**src/rtl/result_writer_pkg.sv**
```systemverilog
`default_nettype none
// ============================================================================
// Module   : result_writer_pkg
// Purpose  : Shared types for the result write-back engine.
// Revision : 1.0 - initial release
// ============================================================================
package result_writer_pkg;

    typedef enum logic [1:0] {
        WB_IDLE = 2'd0,
        WB_RUN  = 2'd1,
        WB_DONE = 2'd2
    } wb_state_t;

    typedef logic [1:0] elem_idx_t;

    localparam elem_idx_t IDX_C11 = 2'd0;
    localparam elem_idx_t IDX_C12 = 2'd1;
    localparam elem_idx_t IDX_C21 = 2'd2;
    localparam elem_idx_t IDX_C22 = 2'd3;

    typedef struct packed {
        logic signed [31:0] data;
        elem_idx_t          idx;
    } wb_entry_t;

    // Strobe vector is {c22, c21, c12, c11}; the lowest set bit wins.
    function automatic elem_idx_t pick_idx(input logic [3:0] strb);
        if (strb[0]) return IDX_C11;
        if (strb[1]) return IDX_C12;
        if (strb[2]) return IDX_C21;
        return IDX_C22;
    endfunction

endpackage
`default_nettype wire

```
**src/rtl/result_writer_fifo.sv**
```systemverilog
`default_nettype none
// ============================================================================
// Module   : wb_fifo
// Purpose  : Synchronous FIFO of write-back entries with full/empty flags.
// Revision : 1.0 - initial release
// ============================================================================
module wb_fifo
    import result_writer_pkg::*;
#(
    parameter int DEPTH = 8
) (
    input  logic                       clk,
    input  logic                       reset_n,
    input  logic                       push,
    input  wb_entry_t                  din,
    input  logic                       pop,
    output wb_entry_t                  dout,
    output logic                       full,
    output logic                       empty,
    output logic [$clog2(DEPTH):0]     count
);
    localparam int AW = $clog2(DEPTH);
    localparam int CW = AW + 1;

    wb_entry_t         mem_q [DEPTH];
    logic [AW-1:0]     wr_ptr_q, wr_ptr_d;
    logic [AW-1:0]     rd_ptr_q, rd_ptr_d;
    logic [CW-1:0]     count_q, count_d;
    logic              do_push, do_pop;

    assign full  = (count_q == CW'(DEPTH));
    assign empty = (count_q == '0);
    assign count = count_q;
    assign dout  = mem_q[rd_ptr_q];

    always_comb begin
        do_push  = push && (!full || pop);
        do_pop   = pop && !empty;
        wr_ptr_d = wr_ptr_q + AW'(do_push);
        rd_ptr_d = rd_ptr_q + AW'(do_pop);
        count_d  = count_q + CW'(do_push) - CW'(do_pop);
    end

    always_ff @(posedge clk) begin
        if (do_push) begin
            mem_q[wr_ptr_q] <= din;
        end
    end

    always_ff @(posedge clk or negedge reset_n) begin
        if (!reset_n) begin
            wr_ptr_q <= '0;
            rd_ptr_q <= '0;
            count_q  <= '0;
        end else begin
            wr_ptr_q <= wr_ptr_d;
            rd_ptr_q <= rd_ptr_d;
            count_q  <= count_d;
        end
    end

endmodule
`default_nettype wire

```
**src/rtl/result_writer.sv**
```systemverilog
`default_nettype none
// ============================================================================
// Module   : result_writer
// Purpose  : Captures 2x2 tile elements and writes them row-major to memory.
//            Optional stall counter enabled by RESULT_WRITER_STALL_CNT_EN.
// Revision : 1.0 - initial release
// ============================================================================
module result_writer
    import result_writer_pkg::*;
#(
    parameter int FIFO_DEPTH = 8,
    parameter int ADDR_W     = 32
) (
    input  logic                clk,
    input  logic                reset_n,
    input  logic                start,
    input  logic [ADDR_W-1:0]   base_addr,
    input  logic [15:0]         size,
    input  logic                c11ready,
    input  logic                c12ready,
    input  logic                c21ready,
    input  logic                c22ready,
    input  logic signed [31:0]  C11,
    input  logic signed [31:0]  C12,
    input  logic signed [31:0]  C21,
    input  logic signed [31:0]  C22,
    output logic                mem_req,
    output logic                mem_we,
    output logic [ADDR_W-1:0]   mem_addr,
    output logic [31:0]         mem_wdata,
    input  logic                mem_gnt,
    output logic                busy,
    output logic                done,
    output logic                err
`ifdef RESULT_WRITER_STALL_CNT_EN
    ,
    output logic [31:0]         stall_cycles
`endif
);
    localparam int CNT_W = $clog2(FIFO_DEPTH) + 1;

    wb_state_t          state_q, state_d;
    logic [ADDR_W-1:0]  base_q, base_d;
    logic [ADDR_W-1:0]  row_base_q, row_base_d;
    logic [ADDR_W-1:0]  addr_q, addr_d;
    logic [15:0]        ne_q, ne_d;
    logic [15:0]        tc_q, tc_d;
    logic [15:0]        tr_q, tr_d;
    logic [31:0]        wdata_q, wdata_d;
    elem_idx_t          out_idx_q, out_idx_d;
    logic               req_q, req_d;
    logic               err_q, err_d;

    logic [3:0]         strb;
    logic               in_run, cap_any, cap_multi, cap_full, cap_ok;
    logic               grant, out_free, load_fifo, load_cap, fifo_push;
    logic               fifo_full, fifo_empty;
    logic [CNT_W-1:0]   fifo_count, occ, occ_next;
    logic [15:0]        size_even, tiles_per_row;
    wb_entry_t          cap_entry, fifo_dout, load_entry;

    function automatic logic [ADDR_W-1:0] elem_addr(
        input logic [ADDR_W-1:0] base,
        input logic [ADDR_W-1:0] rb,
        input logic [15:0]       ne,
        input logic [15:0]       tc,
        input elem_idx_t         idx
    );
        logic [ADDR_W-1:0] off;
        off = rb + (idx[1] ? ADDR_W'(ne) : '0) + ADDR_W'({tc, idx[0]});
        return base + (off << 2);
    endfunction

    assign strb = {c22ready, c21ready, c12ready, c11ready};

    always_comb begin
        cap_entry.idx = pick_idx(strb);
        case (cap_entry.idx)
            IDX_C11: cap_entry.data = C11;
            IDX_C12: cap_entry.data = C12;
            IDX_C21: cap_entry.data = C21;
            default: cap_entry.data = C22;
        endcase
    end

    // The output register counts toward capacity, so total buffering is FIFO_DEPTH.
    assign in_run        = (state_q == WB_RUN);
    assign cap_any       = |strb;
    assign cap_multi     = ((strb & (strb - 4'd1)) != 4'd0);
    assign grant         = req_q && mem_gnt;
    assign occ           = fifo_count + CNT_W'(req_q);
    assign cap_full      = fifo_full || (occ == CNT_W'(FIFO_DEPTH));
    assign cap_ok        = in_run && cap_any && (!cap_full || grant);
    assign out_free      = !req_q || grant;
    assign load_fifo     = out_free && !fifo_empty;
    assign load_cap      = out_free && fifo_empty && cap_ok;
    assign fifo_push     = cap_ok && !load_cap;
    assign load_entry    = load_fifo ? fifo_dout : cap_entry;
    assign occ_next      = occ - CNT_W'(grant) + CNT_W'(cap_ok);
    assign size_even     = size & 16'hFFFE;
    assign tiles_per_row = {1'b0, ne_q[15:1]};

    wb_fifo #(
        .DEPTH (FIFO_DEPTH)
    ) u_fifo (
        .clk     (clk),
        .reset_n (reset_n),
        .push    (fifo_push),
        .din     (cap_entry),
        .pop     (load_fifo),
        .dout    (fifo_dout),
        .full    (fifo_full),
        .empty   (fifo_empty),
        .count   (fifo_count)
    );

    always_comb begin
        state_d    = state_q;
        base_d     = base_q;
        ne_d       = ne_q;
        tc_d       = tc_q;
        tr_d       = tr_q;
        row_base_d = row_base_q;
        err_d      = err_q;
        req_d      = req_q && !grant;
        addr_d     = addr_q;
        wdata_d    = wdata_q;
        out_idx_d  = out_idx_q;

        if (grant && (out_idx_q == IDX_C22)) begin
            if (tc_q + 16'd1 == tiles_per_row) begin
                tc_d       = '0;
                tr_d       = tr_q + 16'd1;
                row_base_d = row_base_q + (ADDR_W'(ne_q) << 1);
            end else begin
                tc_d = tc_q + 16'd1;
            end
        end

        // Address uses post-grant tile position so a tile boundary crossed this cycle is honoured.
        if (load_fifo || load_cap) begin
            req_d     = 1'b1;
            wdata_d   = load_entry.data;
            out_idx_d = load_entry.idx;
            addr_d    = elem_addr(base_q, row_base_d, ne_q, tc_d, load_entry.idx);
        end

        case (state_q)
            WB_IDLE: begin
                if (start) begin
                    err_d      = 1'b0;
                    base_d     = base_addr;
                    ne_d       = size_even;
                    tc_d       = '0;
                    tr_d       = '0;
                    row_base_d = '0;
                    state_d    = (size_even >= 16'd2) ? WB_RUN : WB_DONE;
                end
            end
            WB_RUN: begin
                if ((tr_d == tiles_per_row) && (occ_next == '0)) begin
                    state_d = WB_DONE;
                end
            end
            default: state_d = WB_IDLE;
        endcase

        if (cap_any && (!cap_ok || cap_multi)) begin
            err_d = 1'b1;
        end
    end

    always_ff @(posedge clk or negedge reset_n) begin
        if (!reset_n) begin
            state_q    <= WB_IDLE;
            base_q     <= '0;
            ne_q       <= '0;
            tc_q       <= '0;
            tr_q       <= '0;
            row_base_q <= '0;
            err_q      <= 1'b0;
            req_q      <= 1'b0;
            addr_q     <= '0;
            wdata_q    <= '0;
            out_idx_q  <= IDX_C11;
        end else begin
            state_q    <= state_d;
            base_q     <= base_d;
            ne_q       <= ne_d;
            tc_q       <= tc_d;
            tr_q       <= tr_d;
            row_base_q <= row_base_d;
            err_q      <= err_d;
            req_q      <= req_d;
            addr_q     <= addr_d;
            wdata_q    <= wdata_d;
            out_idx_q  <= out_idx_d;
        end
    end

    assign mem_req   = req_q;
    assign mem_we    = req_q;
    assign mem_addr  = addr_q;
    assign mem_wdata = wdata_q;
    assign busy      = in_run;
    assign done      = (state_q == WB_DONE);
    assign err       = err_q;

`ifdef RESULT_WRITER_STALL_CNT_EN
    logic [31:0] stall_q, stall_d;

    always_comb begin
        stall_d = stall_q;
        if ((state_q == WB_IDLE) && start) begin
            stall_d = '0;
        end else if (req_q && !mem_gnt && (stall_q != 32'hFFFF_FFFF)) begin
            stall_d = stall_q + 32'd1;
        end
    end

    always_ff @(posedge clk or negedge reset_n) begin
        if (!reset_n) begin
            stall_q <= '0;
        end else begin
            stall_q <= stall_d;
        end
    end

    assign stall_cycles = stall_q;
`endif

endmodule
`default_nettype wire

```
**config.mk**
```make
export PLATFORM = sky130hd
export DESIGN_NAME = result_writer
export DESIGN_NICKNAME = d
export VERILOG_FILES = /design/src/rtl/result_writer_pkg.sv /design/src/rtl/result_writer_fifo.sv /design/src/rtl/result_writer.sv
export SDC_FILE = /design/constraint.sdc
export NUM_CORES = 1
export LEC_CHECK = 0
export BUFFER_PORTS_ARGS = -buffer_cell sky130_fd_sc_hd__buf_2
export CORE_ASPECT_RATIO = 0.8
export CORE_MARGIN = 1
export CORE_UTILIZATION = 50
export CTS_CLUSTER_DIAMETER = 150
export DETAILED_ROUTE_END_ITERATION = 10
export PLACE_DENSITY = 0.72
export SETUP_SLACK_MARGIN = 0.1
export SLEW_MARGIN = 20
export SYNTH_ARGS = -nofsm -noshare
export SYNTH_HDL_FRONTEND = slang
export SYNTH_SLANG_ARGS = --single-unit
```
**constraint.sdc**
```tcl
create_clock -name clk -period 7.8 [get_ports clk]
set_clock_uncertainty 0.05 [all_clocks]
set_input_delay 1.56 -clock clk [delete_from_list [all_inputs] [get_ports clk]]
set_output_delay 1.56 -clock clk [all_outputs]
set_load 0.01 [all_outputs]
```
==> metrics.yaml <==
status: "finished clean"
cts_hold_buf: 0
yosys-top-cells-count: "nand2_1 (304), edfxtp_1 (272), dfrtp_1 (187), o21ai_0 (147), nor2_1 (122)"
die_area_mm2: 0.0487
drt_pre_antenna_iters: 6
syn_to_final_growth_pct: 16.7
regToRegSetupSlack_ps: 520
gr-usage-all-layers_pct: 24.9
slowest_delay_ps: 470
synth_edf_count: 272
nets: 2649
antenna_cells: 0
synthCells: 2080
nFillCells: 3751
peakVddDrop_uv: 289
synthTopCellsByArea: "edfxtp_1 (34%), dfrtp_1 (20%), mux4_2 (6.4%)"
ant_nets: 0
grt_max_degree: 97
slowest_stage: "fa_1"
cts_htree_levels: 2
ys.flop_type: "edfxtp_1"
grt_pass1_vias: 17159
drv_slew: 0
portBuffers: 251
use_met2_pct: 39.0
hpwl_mm: 41.4
period_needed_ps: 7280
die_x_um: 246
io_pins: 253
path_clk_slew_ps: 60
ys_types: 87
cts_sinks: 459
clk_latency_ps: 600
yosysWarnings: 0
setup.worst_path.start_class: "flip-flop"
grt_pass1_wl_mm: 94.2
slew_headroom_pct: 36.8
crit_type: "flip-flop to flip-flop"
first_iter_violations: 1418
synthArstFlopShare_pct: 40.7
multi_input_area_mm2: 0.0105
finalHoldViolCount: 0
power.total_w: 0.00946
post-place-ws_ps: -64.7
routedWlPerCell_um: 20.2
max-cap-violations: 0
drive_gt1_share_pct: 22.3
overflow: 0
critPathCaptureType: "flip-flop"
cts-root-buf: "clkbuf_16"
timing.final.crit_share_pct: 93.3
ys_seq_area_share_pct: 53.7
cts_tree: "yes"
via_per_inst: 5.87
synth_top_area_share_pct: 34.2
routed_wl_mm: 60.9
placed_cell_area_mm2: 0.0262
num_rows: 71
cp_top_family: "compound AO/OA/AOI/OAI gates"
antenna_found_initial: 2
hp-class: "flip-flop to flip-flop"
avgSynthCellArea_um2: 11.5
power_density_mw_per_mm2: 339
initial_core_util_pct: 50.8
synth_most_common_cell: "nand2_1"
synth_largest_area_cell: "edfxtp_1"
grt-busiest-layer: "met2"
crit_buf_inv: 4
die_height_um: 198
design.core.area_mm2: 0.0471
numCtsBuffers: 46
hold-worst-slack_ps: 423
synth_seq_cells: 459
rsz0062_at_grt: "no"
netlist_area_mm2: 0.0239
vias: 17715
fmax_ghz: 0.137
use_met3_pct: 3.87
final_core_util_pct: 59.2
ff_latch_area_mm2: 0.0129
setup_viol: 0
path_max_fanout: 9
grtUsageMet1_pct: 36.1
p_leak_nw: 11.5
synth_fp_nets: 2370
gp_congestion: 0.928
clockBufferDepth: 3
cp.required_ps: 8250
worstMarginPinSlew_ps: 948
setup_slack_ps: 521
crit_arrival_ps: 7730
drc: 0
fin_area_mm2: 0.0279
sequential cells by signal (all words and copies together) (netlist names):
name	flops
base_q	32
err	1
mem_addr	32
mem_req	1
mem_wdata	32
ne_q	15
out_idx_q	2
row_base_q	28
state_q	2
tc_q	16
tr_q	16
u_fifo.count	4
u_fifo.mem_q	272
u_fifo.rd_ptr_q	3
u_fifo.wr_ptr_q	3
cell usage in the layout, fill, tap and decap left out, types with 12 or more instances in the layout:
cell | netlist | routed
nor3_1 | 32 | 28
o21ai_0 | 147 | 145
fa_1 | 19 | 19
o21a_1 | 12 | 12
o211ai_1 | 13 | 13
buf_2 | 8 | 250
mux4_2 | 68 | 68
mux2i_1 | 40 | 40
ha_1 | 87 | 85
inv_1 | 64 | 64
buf_4 | 5 | 89
edfxtp_1 | 272 | 272
and2_1 | 14 | 13
and3_1 | 19 | 19
xnor2_1 | 77 | 77
clkbuf_16 | 0 | 46
nor4_1 | 14 | 13
nand2b_1 | 22 | 22
nand2_1 | 304 | 303
nor2_1 | 122 | 116
nand3_1 | 22 | 22
a21oi_1 | 118 | 115
o22ai_1 | 65 | 65
dfrtp_1 | 187 | 180
clkbuf_1 | 77 | 15
xor2_1 | 47 | 47
a21o_1 | 30 | 30
cell families after synthesis:
kind of cell    count (synthesis)  synth area share, %
simple gates                  621                 11.9
flops                         459                 53.7
fa+ha+maj                     108                 6.23
compound gates                475                 12.2
buf+inv                       176                 2.91
other cells                     1               0.0157
mux                           115                 8.41
xor+xnor                      125                 4.64
final cells by class:
cell class | count | area share, %
sequential | 459 | 46.1
multi-input combinational | 1445 | 37.7
timing repair buffer | 341 | 7.00
clock buffer | 69 | 4.72
tap | 620 | 2.78
inverter | 66 | 0.888
clock inverter | 17 | 0.767
routing by layer:
metal / part of all wire [%] / vias up
li1: - / 8205
met1: 45 / 8848
met2: 47 / 557
met3: 5.9 / 105
met4: 2.4 / 0
met5: 0 / -
metrics by stage:
stage                     cells  TNS [ps]
after floorplan            2080         0
after global placement     2926     -6.69
after detailed placement   2926     -64.7
after CTS                  3012         0
after global routing       3017         0
final                      3017         0
where the power goes:
part / total [W] / switching, W / internal (W)
sequential: 0.00360 / 0.000322 / 0.00328
clock: 0.00224 / 0.000953 / 0.00128
combinational: 0.00363 / 0.00210 / 0.00153
timing repair:
item                                    CTS  global route
resized for setup                         0            20
setup buffers                             0             5
endpoints found under the setup margin    0             8
final timing paths:
path / from / endpoint / cells past startpoint
worst min register to register: mem_wdata[5]$_DFFE_PN0P_ / mem_wdata[5]$_DFFE_PN0P_ / 2
min in group asynchronous: reset_n / base_q[30]$_DFFE_PN0P_ / 1
worst max register to register: tc_q[1]$_DFF_PN0_ / mem_addr[29]$_DFFE_PN0P_ / 32
worst min-delay path: mem_wdata[5]$_DFFE_PN0P_ / mem_wdata[5]$_DFFE_PN0P_ / 2
max in group asynchronous: reset_n / mem_wdata[12]$_DFFE_PN0P_ / 2
worst max-delay path: tc_q[1]$_DFF_PN0_ / mem_addr[29]$_DFFE_PN0P_ / 32
worst min-delay path: cells and delay by family, from the launching register on:
kind               cells  cell delay (ps)
DFF                    1              340
and+or+nand+nor        1               50
AOI/OAI and AO/OA      1               60
(Power assumes the default switching activity.)
